<file path="src/rtl/div_pkg.sv">
// Shared definitions for the sequential divider: state encoding, counter width, latency.
// Used by div_seq (build option DIV_SIGNED_EN) and by the hazard unit / bench.
package div_pkg;

    localparam int unsigned DIV_WIDTH   = 32;
    localparam int unsigned DIV_CNT_W   = $clog2(DIV_WIDTH);
    localparam int unsigned DIV_LATENCY = DIV_WIDTH + 2;

    typedef enum logic [1:0] {
        DIV_IDLE = 2'd0,
        DIV_CALC = 2'd1,
        DIV_FIX  = 2'd2,
        DIV_DONE = 2'd3
    } div_state_e;

endpackage

</file>
<file path="src/rtl/div_sign_fix.sv">
// Conditional two's-complement negate, used for operand magnitudes and result signs.
// Compiled only when DIV_SIGNED_EN is defined.
`ifdef DIV_SIGNED_EN
module div_sign_fix #(
    parameter int unsigned WIDTH = 32
) (
    input  logic [WIDTH-1:0] in_i,
    input  logic             neg_i,
    output logic [WIDTH-1:0] out_o
);

    always_comb begin
        out_o = neg_i ? -in_i : in_i;
    end

endmodule
`endif

</file>
<file path="src/rtl/div_seq.sv">
// Iterative radix-2 restoring divider (DIVU; DIV too when DIV_SIGNED_EN is defined).
// Quotient -> LO, remainder -> HI; fixed WIDTH+2 busy cycles, valid in the last one.
module div_seq
    import div_pkg::*;
#(
    parameter int unsigned WIDTH = DIV_WIDTH
) (
    input  logic             clk,
    input  logic             rst,
    input  logic             start,
    input  logic             cancel,
`ifdef DIV_SIGNED_EN
    input  logic             is_signed,
`endif
    input  logic [WIDTH-1:0] dividend,
    input  logic [WIDTH-1:0] divisor,
    output logic             busy,
    output logic             valid,
    output logic [WIDTH-1:0] quotient,
    output logic [WIDTH-1:0] remainder,
    output logic             div_by_zero
);

    localparam int unsigned CW = $clog2(WIDTH);

    div_state_e       state_q, state_d;
    logic [CW-1:0]    cnt_q, cnt_d;
    logic [WIDTH:0]   r_q, r_d;
    logic [WIDTH-1:0] q_q, q_d;
    logic [WIDTH-1:0] d_q, d_d;
    logic [WIDTH-1:0] a_q, a_d;
    logic             dbz_q, dbz_d;
    logic [WIDTH-1:0] quot_q, quot_d;
    logic [WIDTH-1:0] rem_q, rem_d;
    logic             dbzo_q, dbzo_d;

    logic [WIDTH+1:0] trial;
    logic [WIDTH-1:0] a_mag, b_mag, q_fix, r_fix;
    logic             accept;

`ifdef DIV_SIGNED_EN
    logic sign_a, sign_b;
    logic qneg_q, qneg_d, rneg_q, rneg_d;

    assign sign_a = is_signed & dividend[WIDTH-1];
    assign sign_b = is_signed & divisor[WIDTH-1];

    div_sign_fix #(.WIDTH(WIDTH)) u_mag_a (.in_i(dividend),       .neg_i(sign_a), .out_o(a_mag));
    div_sign_fix #(.WIDTH(WIDTH)) u_mag_b (.in_i(divisor),        .neg_i(sign_b), .out_o(b_mag));
    div_sign_fix #(.WIDTH(WIDTH)) u_fix_q (.in_i(q_q),            .neg_i(qneg_q), .out_o(q_fix));
    div_sign_fix #(.WIDTH(WIDTH)) u_fix_r (.in_i(r_q[WIDTH-1:0]), .neg_i(rneg_q), .out_o(r_fix));

    always_comb begin
        qneg_d = qneg_q;
        rneg_d = rneg_q;
        if (accept) begin
            qneg_d = sign_a ^ sign_b;
            rneg_d = sign_a;
        end
    end

    always_ff @(posedge clk) begin
        if (rst) begin
            qneg_q <= 1'b0;
            rneg_q <= 1'b0;
        end else begin
            qneg_q <= qneg_d;
            rneg_q <= rneg_d;
        end
    end
`else
    assign a_mag = dividend;
    assign b_mag = divisor;
    assign q_fix = q_q;
    assign r_fix = r_q[WIDTH-1:0];
`endif

    assign accept = (state_q == DIV_IDLE) && start && !cancel;

    // Trial subtract carries two spare MSBs so the sign bit is exact for any shifted remainder.
    assign trial = {r_q, q_q[WIDTH-1]} - {2'b00, d_q};

    always_comb begin
        state_d = state_q;
        cnt_d   = cnt_q;
        r_d     = r_q;
        q_d     = q_q;
        d_d     = d_q;
        a_d     = a_q;
        dbz_d   = dbz_q;
        quot_d  = quot_q;
        rem_d   = rem_q;
        dbzo_d  = dbzo_q;

        case (state_q)
            DIV_IDLE: begin
                if (accept) begin
                    a_d     = dividend;
                    q_d     = a_mag;
                    d_d     = b_mag;
                    r_d     = '0;
                    dbz_d   = (divisor == '0);
                    cnt_d   = '0;
                    state_d = DIV_CALC;
                end
            end
            DIV_CALC: begin
                r_d   = trial[WIDTH+1] ? {r_q[WIDTH-1:0], q_q[WIDTH-1]} : trial[WIDTH:0];
                q_d   = {q_q[WIDTH-2:0], ~trial[WIDTH+1]};
                cnt_d = cnt_q + CW'(1);
                if (cnt_q == CW'(WIDTH - 1)) begin
                    state_d = DIV_FIX;
                end
            end
            DIV_FIX: begin
                quot_d  = dbz_q ? '1  : q_fix;
                rem_d   = dbz_q ? a_q : r_fix;
                dbzo_d  = dbz_q;
                state_d = DIV_DONE;
            end
            default: begin
                state_d = DIV_IDLE;
            end
        endcase

        // A flush abandons the operation and leaves the previous results visible.
        if (cancel && (state_q != DIV_IDLE)) begin
            state_d = DIV_IDLE;
            quot_d  = quot_q;
            rem_d   = rem_q;
            dbzo_d  = dbzo_q;
        end
    end

    always_ff @(posedge clk) begin
        if (rst) begin
            state_q <= DIV_IDLE;
            cnt_q   <= '0;
            r_q     <= '0;
            q_q     <= '0;
            d_q     <= '0;
            a_q     <= '0;
            dbz_q   <= 1'b0;
            quot_q  <= '0;
            rem_q   <= '0;
            dbzo_q  <= 1'b0;
        end else begin
            state_q <= state_d;
            cnt_q   <= cnt_d;
            r_q     <= r_d;
            q_q     <= q_d;
            d_q     <= d_d;
            a_q     <= a_d;
            dbz_q   <= dbz_d;
            quot_q  <= quot_d;
            rem_q   <= rem_d;
            dbzo_q  <= dbzo_d;
        end
    end

    assign busy        = (state_q != DIV_IDLE);
    assign valid       = (state_q == DIV_DONE) && !cancel;
    assign quotient    = quot_q;
    assign remainder   = rem_q;
    assign div_by_zero = dbzo_q;

endmodule

</file>
<file path="config.mk">
export PLATFORM = sky130hd
export DESIGN_NAME = div_seq
export DESIGN_NICKNAME = d
export VERILOG_FILES = /design/src/rtl/div_pkg.sv /design/src/rtl/div_sign_fix.sv /design/src/rtl/div_seq.sv
export SDC_FILE = /design/constraint.sdc
export NUM_CORES = 1
export LEC_CHECK = 0
export CORE_MARGIN = 3
export CORE_UTILIZATION = 60
export CTS_BUF_LIST = sky130_fd_sc_hd__clkbuf_4
export DETAILED_ROUTE_END_ITERATION = 6
export DONT_BUFFER_PORTS = 1
export GPL_TIMING_DRIVEN = 0
export MAX_ROUTING_LAYER = met4
export PLACE_DENSITY = 0.76
export SLEW_MARGIN = 20
export SYNTH_ARGS = -nofsm -noshare
export SYNTH_HDL_FRONTEND = slang
export SYNTH_HIERARCHICAL = 1
export SYNTH_SLANG_ARGS = --single-unit
export TNS_END_PERCENT = 100
</file>
<file path="constraint.sdc">
create_clock -name clk -period 3.7 [get_ports clk]
set_clock_uncertainty 0.1 [all_clocks]
set_input_delay 0.37 -clock clk [delete_from_list [all_inputs] [get_ports clk]]
set_output_delay 0.37 -clock clk [all_outputs]
set_load 0.05 [all_outputs]
</file>
==> results by stage <==
Logic synthesis:
- The number of synthesized register bits is 202.
- The mapped cell area is slightly below 10000 um^2.
- The portion of the post-synthesis area used by sequential elements is 41.7%.
- The simple-gate share of the synthesized area is 20.7%.
- In this run, synthesis inferred 0 flip-flops with an integrated enable.
- The number of nets handed over by synthesis was 1307.
- Multiplexer cells account for 6.81% of the synthesized area.
- Dividing the synthesized area by the synthesized cell count gives about 8 um^2.
- The async set or reset register ratio after synthesis is 0%.
- The most common flop cell mapped by yosys is sky130_fd_sc_hd__dfxtp_1.
- The XOR/XNOR share of the synthesized area is under 10%.
- The combinational family with the most area after synthesis is simple AND/OR/NAND/NOR gates.
- The synthesized netlist devotes 17.6% of its cell area to compound gates.
- The number of warnings reported in the yosys synthesis log is 6.
- The post-synthesis cell count is 1200.
- The post-synthesis adder-cell area fraction is 5.11%.
- The count of cell types in the netlist is 61.

Finish:
- The number of nets in the final layout is about 1400.
- The post-synthesis to final-layout area growth is 16.1%.
- Fill cells in the final layout number 1239.
- The post-layout instance area is 11300 um^2.
- The post-route netlist has 7.56% of its cells at a drive strength greater than 1.
- The count of non-filler cells in the finished layout is around 1600.
- The antenna cell count is 0.

Pwr:
- Of the total power, the clock network draws 25.7%.
- The power per unit of standard cell area is 667 nW/um^2.
- The cell-internal power is 4.50 mW.
- The worst-case IR drop observed on VDD is 0.461 mV.
- The power spent charging and discharging nets is 3.01 mW.
- The leakage power total is 4.15 nW.
- The part of the total power dissipated in sequential elements is 42.3%.
- The combinational share of power is about a third.
- Net switching is between 40% and 50% of the power.

Worst hold path:
- The startpoint of the tightest hold check path is divisor[22].
- The cell depth of the worst min-delay path is 5.
- The worst min-delay path class is in -> reg.
- The path with the worst hold slack has its endpoint at dbz_q.

GRT:
- The initial antenna violation count is 0.
- In the global route stage, overall resource usage came out at about a third.
- The total grt overflow is 0.
- Entering global routing, the biggest net connects 16 pins.
- The via count of the first global-routing pass is 8842.
- The wire length of the first global-routing pass is about 45 mm.

Timing:
- The part of the cycle the worst path needs is 93.4%.
- The total of endpoints with negative setup slack in the final report is 0.
- The worst-case setup margin in the final layout is roughly 240 ps.
- The actual transition at the worst max-transition pin is 951 ps.
- The worst max-slew margin expressed relative to the limit is a little over a third.
- The total negative slack is 0 ps.
- After layout, the minimum clock period comes to 3460 ps.
- Across all hold checks on the routed design, the worst slack comes to 86.3 ps.
- Setup repair after global routing left no endpoint under its margin.
- The final max-slew violation count is 0.
- Timing would allow up to roughly 0.29 GHz.
- The final number of hold-violating endpoints is 0.

Status:
- The flow ran to the end, and the final reports show no timing, DRC or antenna violations.

Floorplanning:
- The floorplan has 45 rows.
- The total I/O pin count is 135.
- The region available for standard cell placement spans between 15000 and 20000 um^2.
- The die area is 17700 um^2.
- The initial core utilization is 62.7%.
- In this run the vertical extent of the chip is roughly 130 um.
- The die width is 133 um.

Worst setup path:
- The destination of the worst register-to-register timing path is r_q[32].
- The worst setup path is launched from a register.
- The data arrival at the endpoint of the critical path is approximately 4000 ps.
- In this design, the stage delay of the slowest critical-path cell is 420 ps.
- The cell with the most instances on the worst path is sky130_fd_sc_hd__o211ai_1.
- In this run the register-to-register setup slack is 240 ps.
- The critical path goes through inv_1 -> ha_1 -> fa_1 -> nand2b_1 -> a21oi_1 -> o211ai_1 -> nand4_1 -> a311oi_2 -> o211ai_1 -> a221oi_1 -> and3_2 -> a211o_1.
- STA classifies the critical path endpoint as a register.
- The peak fanout along the critical path is 3.
- The slowest stage of the critical path is the sky130_fd_sc_hd__fa_1 cell.
- The critical setup path kind is reg -> reg.
- For the worst setup path, the data required time is 4160 ps.
- The worst register-to-register path begins at q_fix[31].
- The worst register-to-register path has a depth of 12.

Clocking:
- The post-cts hold buffer count is 65.
- The later pin in the worst-skew pair is clocked with a latency of between 600 and 700 ps.
- TritonCTS built the clock tree.
- The clock passes through at most 3 buffers.
- The number of clock buffers inserted by TritonCTS is 52.
- In this run the post-CTS setup repair buffer count came out at 0.
- After clock tree synthesis, the clock-pin slew on the worst setup and hold paths is about 60 ps.
- The root buffer cell chosen for the clock tree is sky130_fd_sc_hd__clkbuf_4.
- The depth of the CTS H-tree is 2.
- The clock sink count is a little over 200.
- The post-cts resize count is 0.

Routing:
- For this run, design rule violations remaining after detail routing come to 0.
- The number of vias per cell is between 5 and 6.
- After detailed routing, the average wire length per cell comes to about 18 um.
- The first routing iteration left just over 600 violations.
- The total number of vias is slightly above 9000.
- The number of detailed-route iterations in the first pass is 5.
- The routed design has 27.8 mm of wire.
- The residual antenna-violating net count after detailed routing is 0.

Placement:
- The count of input and output buffers is 0.
- The pre-CTS setup slack is between 300 and 400 ps.
- Once placement completed, the tool counted placed cells totaling between 1000 and 1500.
- In this run the cell area measured after placement is 9970 um^2.
- The placed wire-length estimate after detailed placement is 20.0 mm.
- The placer congestion estimate is about 0.90.

Run:
- The number of maximum-capacitance violations is 0.
-- cell usage in the layout (no fill, tap or decap), drive strengths merged, types with 44 or more instances in the layout --
| master | netlist | routed |
|---|---|---|
| a211oi | 44 | 44 |
| a21oi | 109 | 109 |
| clkbuf | 72 | 150 |
| dfxtp | 202 | 202 |
| dlygate4sd3 | 0 | 65 |
| inv | 44 | 45 |
| mux2i | 66 | 66 |
| nand2 | 187 | 187 |
| nor2 | 125 | 125 |
| nor3 | 96 | 96 |
| o21ai | 54 | 54 |
-- critical path: cells and delay by family, from the launching register on --
kind	cells	cell delay, ps
buffers and inverters	1	100
AOI/OAI and AO/OA	6	1420
DFF	1	410
and+or+nand+nor	3	670
adders and majority gates	2	650
-- synth_stat cells (7+ instances only) --
cell type,count,share of area (%)
sky130_fd_sc_hd__ha_1,38,4.9
sky130_fd_sc_hd__a211oi_1,43,3.3
sky130_fd_sc_hd__o211ai_1,7,0.54
sky130_fd_sc_hd__o21ai_0,25,1.3
sky130_fd_sc_hd__nor4_1,8,0.52
sky130_fd_sc_hd__inv_1,44,1.7
sky130_fd_sc_hd__dfxtp_1,202,42
sky130_fd_sc_hd__nand2_1,186,7.2
sky130_fd_sc_hd__mux2i_1,66,6.8
sky130_fd_sc_hd__nor3_1,95,4.9
sky130_fd_sc_hd__xnor2_1,20,1.8
sky130_fd_sc_hd__o22ai_1,24,1.5
sky130_fd_sc_hd__a21o_1,7,0.54
sky130_fd_sc_hd__a21oi_1,109,5.6
sky130_fd_sc_hd__nand2b_1,11,0.71
sky130_fd_sc_hd__xor2_1,8,0.72
sky130_fd_sc_hd__o21ai_1,28,1.4
sky130_fd_sc_hd__nor2_1,125,4.8
sky130_fd_sc_hd__clkbuf_1,72,2.8
sky130_fd_sc_hd__nand4_1,7,0.45
-- sequential cells by signal, summed over array words and instances, names as in the netlist --
register / count
q_fix: 32
remainder: 32
state_q: 2
r_q: 33
div_by_zero: 1
quotient: 32
cnt_q: 5
a_q: 32
d_q: 32
dbz_q: 1
-- power groups by stage --
| stage | Sequential, mW | Clock [mW] | Combinational, mW |
|---|---|---|---|
| after detailed placement | 3.22 | 0 | 2.29 |
| after global routing | 3.21 | 2.08 | 2.65 |
| final | 3.18 | 1.93 | 2.41 |
| after CTS | 3.17 | 1.94 | 2.37 |
| after floorplan | 3.14 | 0 | 1.87 |
| after global placement | 3.21 | 0 | 2.26 |
-- layout make-up --
cell class / instances / area [um^2] / share of cell area, %
sequential: 202 / 4040 / 35.9
clock buffer: 78 / 586 / 5.20
timing repair buffer: 65 / 651 / 5.78
inverter: 44 / 165 / 1.47
clock inverter: 6 / 58.8 / 0.522
multi-input combinational: 872 / 5140 / 45.6
tap: 211 / 264 / 2.34
buffer: 82 / 355 / 3.16
-- through the flow --
step                      total power [mW]  utilization, %
final                                 7.52            72.7
after global placement                5.47            64.4
after floorplan                       5.00               -
after detailed placement              5.51            64.4
after global routing                  7.94            72.7
after CTS                             7.49            72.7
-- worst max path at each step --
stage	startpoint	endpoint	slack (ps)	cells past startpoint
2_1_floorplan	d_q[1]	r_q[7]	880	12
3_3_place_gp	d_q[1]	r_q[25]	350	12
3_5_place_dp	q_fix[31]	r_q[32]	340	12
4_1_cts	d_q[1]	r_q[14]	290	12
5_1_grt	d_q[1]	r_q[9]	100	12
6_report	q_fix[31]	r_q[32]	240	12
-- cell families after synthesis --
| kind of cell | Yosys count |
|---|---|
| compound gates | 277 |
| xor+xnor | 29 |
| fa+ha+maj | 39 |
| buf+inv | 126 |
| flops | 202 |
| mux | 66 |
| simple gates | 461 |
-- metal layers --
layer	GRT usage, %	up-vias	routed length (um)
met5	-	-	0
met4	11.0	0	851
met3	6.72	72	2040
met2	50.4	376	13100
met1	39.6	4281	11800
li1	-	4449	-
Power figures use the tool's default switching activity.
